## src/rtl/bcd_pkg.sv

```systemverilog
// Shared definitions for the sequential binary-to-BCD converter.
package bcd_pkg;

    // Converter FSM states
    typedef enum logic [1:0] {
        IDLE   = 2'd0,
        SHIFT  = 2'd1,
        FINISH = 2'd2
    } bcd_state_t;

    // Default geometry: 27 bits covers 99_999_999, the largest 8-digit value
    localparam int DEF_BIN_W  = 27;
    localparam int DEF_DIGITS = 8;

    // Largest value that fits in 8 decimal digits
    localparam logic [26:0] MAX_DEC = 27'd99_999_999;

    // Displayed when the input does not fit in 8 digits
    localparam logic [31:0] SAT_BCD = 32'h9999_9999;

    // Iteration counter width for the default input width
    localparam int CNT_W = $clog2(DEF_BIN_W + 1);

endpackage

```

## src/rtl/bcd_digit_adj.sv

```systemverilog
// Double-dabble nibble correction: add 3 to any digit of 5 or more so the
// following left shift carries correctly into the next decimal digit.
module bcd_digit_adj (
    input  logic [3:0] din,
    output logic [3:0] dout
);

    // Inputs 5..9 map to 8..12, so no carry out of the nibble ever occurs
    assign dout = (din >= 4'd5) ? din + 4'd3 : din;

endmodule

```

## src/rtl/bin_to_bcd_seq.sv

```systemverilog
// Sequential double-dabble converter: one shift per cycle, fixed latency,
// result held steady in bcd_out between conversions.
module bin_to_bcd_seq
    import bcd_pkg::*;
#(
    parameter int BIN_W  = DEF_BIN_W,
    parameter int DIGITS = DEF_DIGITS
) (
    input  logic                  clk,
    input  logic                  resetn,
    input  logic                  start,
    input  logic [BIN_W-1:0]      bin_in,
    output logic                  busy,
    output logic                  done,
    output logic                  overflow,
    output logic [4*DIGITS-1:0]   bcd_out
);

    localparam int CW = $clog2(BIN_W + 1);
    localparam int BW = 4 * DIGITS;

    bcd_state_t     state;
    logic [BIN_W-1:0] shreg;
    logic [BW-1:0]  scratch;
    logic [BW-1:0]  adj;
    logic [BW-1:0]  scratch_nxt;
    logic [BIN_W-1:0] shreg_nxt;
    logic [CW-1:0]  cnt;
    logic           ovf_pending;

    // Per-digit add-3 correction on the current scratch contents
    for (genvar g = 0; g < DIGITS; g++) begin : g_adj
        bcd_digit_adj u_adj (
            .din  (scratch[4*g +: 4]),
            .dout (adj[4*g +: 4])
        );
    end

    // One double-dabble step: corrected scratch and binary shift left as one word
    assign {scratch_nxt, shreg_nxt} = {adj, shreg} << 1;

    // Converter FSM with registered handshake outputs
    always_ff @(posedge clk) begin
        if (!resetn) begin
            state       <= IDLE;
            shreg       <= '0;
            scratch     <= '0;
            cnt         <= '0;
            ovf_pending <= 1'b0;
            busy        <= 1'b0;
            done        <= 1'b0;
            overflow    <= 1'b0;
            bcd_out     <= '0;
        end else begin
            done <= 1'b0;
            case (state)
                IDLE: begin
                    if (start) begin
                        shreg       <= bin_in;
                        scratch     <= '0;
                        cnt         <= CW'(BIN_W);
                        ovf_pending <= (bin_in > BIN_W'(MAX_DEC));
                        busy        <= 1'b1;
                        state       <= SHIFT;
                    end
                end
                SHIFT: begin
                    shreg   <= shreg_nxt;
                    scratch <= scratch_nxt;
                    cnt     <= cnt - 1'b1;
                    // Last iteration: publish the result straight from the step logic
                    if (cnt == CW'(1)) begin
                        bcd_out  <= ovf_pending ? BW'(SAT_BCD) : scratch_nxt;
                        overflow <= ovf_pending;
                        done     <= 1'b1;
                        state    <= FINISH;
                    end
                end
                FINISH: begin
                    busy  <= 1'b0;
                    state <= IDLE;
                end
                default: begin
                    busy  <= 1'b0;
                    state <= IDLE;
                end
            endcase
        end
    end

endmodule

```

## config.mk

```make
export PLATFORM = sky130hd
export DESIGN_NAME = bin_to_bcd_seq
export DESIGN_NICKNAME = d
export VERILOG_FILES = /design/src/rtl/bcd_pkg.sv /design/src/rtl/bcd_digit_adj.sv /design/src/rtl/bin_to_bcd_seq.sv
export SDC_FILE = /design/constraint.sdc
export NUM_CORES = 1
export LEC_CHECK = 0
export BUFFER_PORTS_ARGS = -buffer_cell sky130_fd_sc_hd__buf_2
export CORE_MARGIN = 2
export CORE_UTILIZATION = 50
export DETAILED_ROUTE_END_ITERATION = 6
export GPL_ROUTABILITY_DRIVEN = 0
export GPL_TIMING_DRIVEN = 1
export PLACE_DENSITY = 0.73
export SYNTH_ARGS = -nofsm -noshare
export SYNTH_HDL_FRONTEND = slang
export SYNTH_SLANG_ARGS = --single-unit
export TNS_END_PERCENT = 50
```

## constraint.sdc

```tcl
create_clock -name clk -period 3.1 [get_ports clk]
set_input_delay 0.62 -clock clk [delete_from_list [all_inputs] [get_ports clk]]
set_output_delay 0.62 -clock clk [all_outputs]
set_load 0.02 [all_outputs]
```

# --- After elaboration in Yosys (flattened, before gate mapping) ---
# Cells that the tools add are included.
totals:
  input_bits: 30
  output_inout_bits: 35
  wordCells: 61
  regBits: 102
op_classes:
  n_reduce_logical: 8
  eq_ne: 4
  n_addsub: 9
  n_mux: 21
  order_cmp: 9
  bitwise: 1
ops:
  columns: ["operator", "count"]
  rows:
  - ["32-bit two-way mux", 2]
  - ["32-bit case mux with 2 select lines", 1]
  - ["27-bit case mux with 2 select lines", 1]
  - ["4-bit by 3-bit greater-or-equal comparator with 1-bit output (second input constant)", 8]
  - ["4-bit by 2-bit adder with 4-bit output (second input constant)", 7]
  - ["4-bit two-way mux", 7]
  - ["27-bit > comparator (second input constant)", 1]
  - ["27-bit two-way mux", 1]
  - ["2-bit AND reduction", 6]
  - ["5-bit case mux with 2 select lines", 1]
  - ["5-bit by 1-bit equality test with 1-bit output (second input constant)", 1]
  - ["5-bit two-way mux", 1]
  - ["5-bit by 1-bit subtractor with 5-bit output (second input constant)", 1]
  - ["2-bit two-way mux", 2]
  - ["2-bit != test (second input constant)", 2]
  - ["2-bit case mux with 2 select lines", 1]
  - ["3-bit by 2-bit adder with 3-bit output (second input constant)", 1]
  - ["3-bit two-way mux", 1]
  - ["2-bit by 1-bit equality test with 1-bit output (second input constant)", 1]
  - ["2-bit zero test", 1]
  - ["1-bit two-way mux", 2]
  - ["1-bit case mux with 2 select lines", 1]
  - ["2-bit nonzero test", 1]
  - ["1-bit inverter", 1]

# --- Depth between registers and ports, before layout ---
logic_depth:
  depth_word: 3
  ltp_mapped: 7
  depth_no_buf: 6

# --- Cells and area by module ---
# Synthesis repeated with hierarchy kept, for this count alone.
unflattened:
  hier_cells: 626
  hier_area_um2: 4869.7
by_module_without_submodules:
  columns: ["module", "seq_area_each_um2", "cells_each", "instances", "area_each_um2"]
  rows:
  - ["bin_to_bcd_seq", 2042.0, 498, 1, 4058.9]
  - ["bcd_digit_adj", 0.0, 16, 8, 101.3]

# --- Worst setup path before layout ---
# OpenSTA, ideal clock, no wires.
synth_path:
  path_kind: "input-to-reg"
  startpoint: "input start"
  endpoint: "register cnt[2]"
  setup_time_ns: 0.070
  slack_ns: 1.355
  path_buffers: 2
  cell_stages: 5
  t_arrival_ns: 1.674
  required_time_ns: 3.030
  path_cell_list: "clkbuf_1 -> o21ai_1 -> clkbuf_1 -> nand2_1 -> a21oi_1"
synth_between:
  elab_chain_len: 2
synth_lines:
  columns: ["item", "line", "rtl"]
  rows:
  - ["from (decl)", "bin_to_bcd_seq.sv:11", "input logic start,"]
  - ["2-bit != test (no source line)", null, null]
  - ["2-bit AND reduction (no source line)", null, null]
  - ["to (signal assigned)", "bin_to_bcd_seq.sv:61", "cnt <= CW'(BIN_W);"]
  - ["to (signal assigned)", "bin_to_bcd_seq.sv:70", "cnt <= cnt - 1'b1;"]
  - ["to (decl)", "bin_to_bcd_seq.sv:28", "logic [CW-1:0] cnt;"]
# Every way passes these cells.
# A chain may end at the register's enable or synchronous reset.

# --- Final worst setup path ---
layout_path:
  startpoint: "register cnt[2]"
  endpoint: "register bcd_out[2]"
layout_between:
  elab_chain_len: 2
layout_lines:
  columns: ["item", "line", "rtl"]
  rows:
  - ["5-bit by 1-bit equality test with 1-bit output", "bin_to_bcd_seq.sv:72", "if (cnt == CW'(1)) begin"]
  - ["2-bit AND reduction (no source line)", null, null]
  - ["to (signal assigned)", "bin_to_bcd_seq.sv:73", "bcd_out <= ovf_pending ? BW'(SAT_BCD) : scratch_nxt;"]
  - ["to (decl)", "bin_to_bcd_seq.sv:16", "output logic [4*DIGITS-1:0] bcd_out"]
# Every way passes these cells.

==> results_dict.tcl <==
set metrics [dict create \
    status "finished clean" \
    power_frac_seq 0.572 \
    num-nets-final 639 \
    drive_gt1_frac 0.161 \
    clockPowerShare 0.312 \
    max-cap-violations 0 \
    cp.required_ns 3.40 \
    root_buffer "clkbuf_8" \
    rsz0062_at_grt "no" \
    synth_cell_types 43 \
    syn_area_per_cell_um2 8.56 \
    comb_power_share 0.115 \
    avgViaCountPerCell 5.78 \
    relSlewSlack 0.470 \
    synth_area_um2 4610 \
    cts_setup_buffers 0 \
    fill_cells 838 \
    drt_iter0_drc 211 \
    critPathMaxStageDelay_ns 0.66 \
    hold_path_depth 2 \
    place_ws_ns 0.900 \
    worstSkewPairLatency_ns 0.37 \
    chipHeight_um 100 \
    synth-edff-count 0 \
    switching_share 0.279 \
    r2r-end "bcd_out[2]$_SDFFE_PN0P_" \
    postLayoutSetupSlackWorst_ns 0.884 \
    grt_pass1_vias 3866 \
    ioPinCount 65 \
    hold_buffers 0 \
    vdd.ir_drop.worst_mv 0.229 \
    start_util 0.508 \
    min-delay-start "overflow$_SDFFE_PN0P_" \
    ant_nets 0 \
    clock_path_buffers 2 \
    internal_power_mw 1.76 \
    wl_per_cell_um 15.4 \
    crit_path_cell_trace "or3_4 > or3_4 > nor3_4 > a32o_1" \
    tns_ns 0 \
    syn_nets 586 \
    wirelength_um 10900 \
    startpoint_type "flop" \
    fin_total_pwr_mw 2.44 \
    crit_slowest_cell "nor3_4" \
    dp_hpwl_um 7380 \
    met3_usage 0.0571 \
    ys_seq_area_frac 0.443 \
    ys_seq_elements 102 \
    cts_buffers 9 \
    top_usage_layer "met2" \
    netlist_instances 538 \
    r2r_cells 4 \
    drc_errors 0 \
    min_period_ns 2.22 \
    coreArea_um2 9060 \
    cp_max_fo 22 \
    synth_flop_cell "dfxtp_1" \
    end_kind "flop" \
    grt_start_max_net_pins 51 \
    fmax_mhz 451 \
    hold_path_class "reg -> reg" \
    synth_warnings 0 \
    post_cts_resized 0 \
    hold_viol 0 \
    grt_overflow 0 \
    clock-sinks 102 \
    port_buffers 64 \
    switchingPower_mw 0.681 \
    diodes 0 \
    gr-usage-met1 0.297 \
    grt_first_pass_wirelength_um 18200 \
    antenna_found_initial 0 \
    crit_buf_inv 0 \
    arrival_ns 2.52 \
    htree_num_levels 3 \
    use_met2 0.372 \
    layout_common_cells "dfxtp_1, o21ai_0, buf_2, nor2_1, a21oi_1" \
    area_delta_synth_final_pct 12.7 \
    period_share 0.715 \
    placementRows 35 \
    cts_tree "yes" \
    p_per_area_nw_per_um2 470 \
    die_w_um 100 \
    cpMostUsedCell "or3_4" \
    skew_ns 0.0107 \
    async_flop_share 0 \
    critical_path_class "reg -> reg" \
    crit_family "simple AND/OR/NAND/NOR gates" \
    critical_path_depth 4 \
    num_vias 4083 \
    p_leak_nw 2.11 \
    final_common_cell "dfxtp_1" \
    r2r_start "cnt[2]$_SDFFE_PN0P_" \
    ff2ff_setup_slack_ns 0.88 \
    die_area_um2 10000 \
    worstHoldEndpoint "overflow$_SDFFE_PN0P_" \
    worst_pin_slew_ns 0.793 \
    first_pass_iters 4 \
    drv_slew 0 \
    path_clk_slew_ns 0.10 \
    finalSetupViolCount 0 \
    grt.total_usage 0.225 \
]
## routing by layer
| metal | part of all wire | routed length (um) |
|---|---|---|
| met5 | 0 | 0 |
| met4 | 0.015 | 166 |
| met3 | 0.061 | 668 |
| met2 | 0.46 | 5020 |
| met1 | 0.46 | 5030 |
## per-stage QoR
| step | area [um2] | utilization | hold slack (ns) | instances |
|---|---|---|---|---|
| 2_1_floorplan | 4610 | - | 0.440 | 538 |
| 3_3_place_gp | 5020 | 0.553 | 0.446 | 691 |
| 3_5_place_dp | 5020 | 0.553 | 0.463 | 691 |
| 4_1_cts | 5190 | 0.573 | 0.478 | 707 |
| 5_1_grt | 5190 | 0.573 | 0.489 | 707 |
| 6_report | 5190 | 0.573 | 0.473 | 707 |
## sequential cells by signal, indices dropped and copies added, names as in the netlist
signal	cells
bcd_out	32
shreg	27
busy	1
overflow	1
done	1
scratch	32
state	2
ovf_pending	1
cnt	5
## worst max path at each step
stage                              from                  endpoint
floorplan                         start       cnt[2]$_SDFFE_PN0P_
global placement    cnt[2]$_SDFFE_PN0P_  bcd_out[17]$_SDFFE_PN0P_
detailed placement  cnt[2]$_SDFFE_PN0P_  bcd_out[18]$_SDFFE_PN0P_
CTS                 cnt[2]$_SDFFE_PN0P_   bcd_out[2]$_SDFFE_PN0P_
global route        cnt[4]$_SDFFE_PN0P_   bcd_out[2]$_SDFFE_PN0P_
finish              cnt[2]$_SDFFE_PN0P_   bcd_out[2]$_SDFFE_PN0P_
## tightest hold or removal path: cells and delay by family, from the launching register on
family,cells,cell delay (ns)
DFF,1,0.33
AOI/OAI and AO/OA,1,0.05
and+or+nand+nor,1,0.06
## layout make-up
type                            count  area [um2]  area share
Tap cell                          111         139      0.0268
Clock buffer                        9         124      0.0239
Sequential cell                   102        2040       0.393
Multi-Input combinational cell    379        2340       0.451
Inverter                           23        86.3      0.0166
Timing Repair Buffer               76         410      0.0791
Clock inverter                      7        50.0     0.00964
## synthesized netlist by cell type (all sizes together) (2+ instances only)
cell	n	area, um2
nand2	41	154
a2bb2oi	7	61.3
nor3b	16	120
a32o	16	160
nor3	8	56.3
o21ai	67	335
dfxtp	102	2040
a22oi	2	15.0
ha	18	225
a311oi	10	87.6
nand2b	8	50.1
nor2	63	236
o2bb2ai	5	43.8
inv	23	86.3
a21oi	57	285
or3	2	22.5
a22o	16	140
and2	8	50.1
xnor2	8	70.1
buf	8	40.0
nor2b	3	18.8
clkbuf	26	97.6
mux2i	9	90.1
## cells by family (layout without fill, tap and decap cells)
group | after synthesis | after routing | share of synthesized area
AO/OA/AOI/OAI | 191 | 191 | 0.265
adder cells (fa/ha/maj) | 18 | 18 | 0.0489
AND/OR/NAND/NOR | 153 | 153 | 0.160
flip-flops | 102 | 102 | 0.443
multiplexers | 9 | 9 | 0.0196
buffers and inverters | 57 | 115 | 0.0486
XOR/XNOR | 8 | 8 | 0.0152
## power groups by stage
stage | registers (mW) | logic [mW] | clock network [mW]
final | 1.40 | 0.281 | 0.763
after global routing | 1.40 | 0.318 | 0.847
after CTS | 1.40 | 0.282 | 0.779
after detailed placement | 1.43 | 0.281 | 0
after global placement | 1.42 | 0.272 | 0
after floorplan | 1.43 | 0.181 | 0
Note: power is estimated with default switching activity, not from simulation.
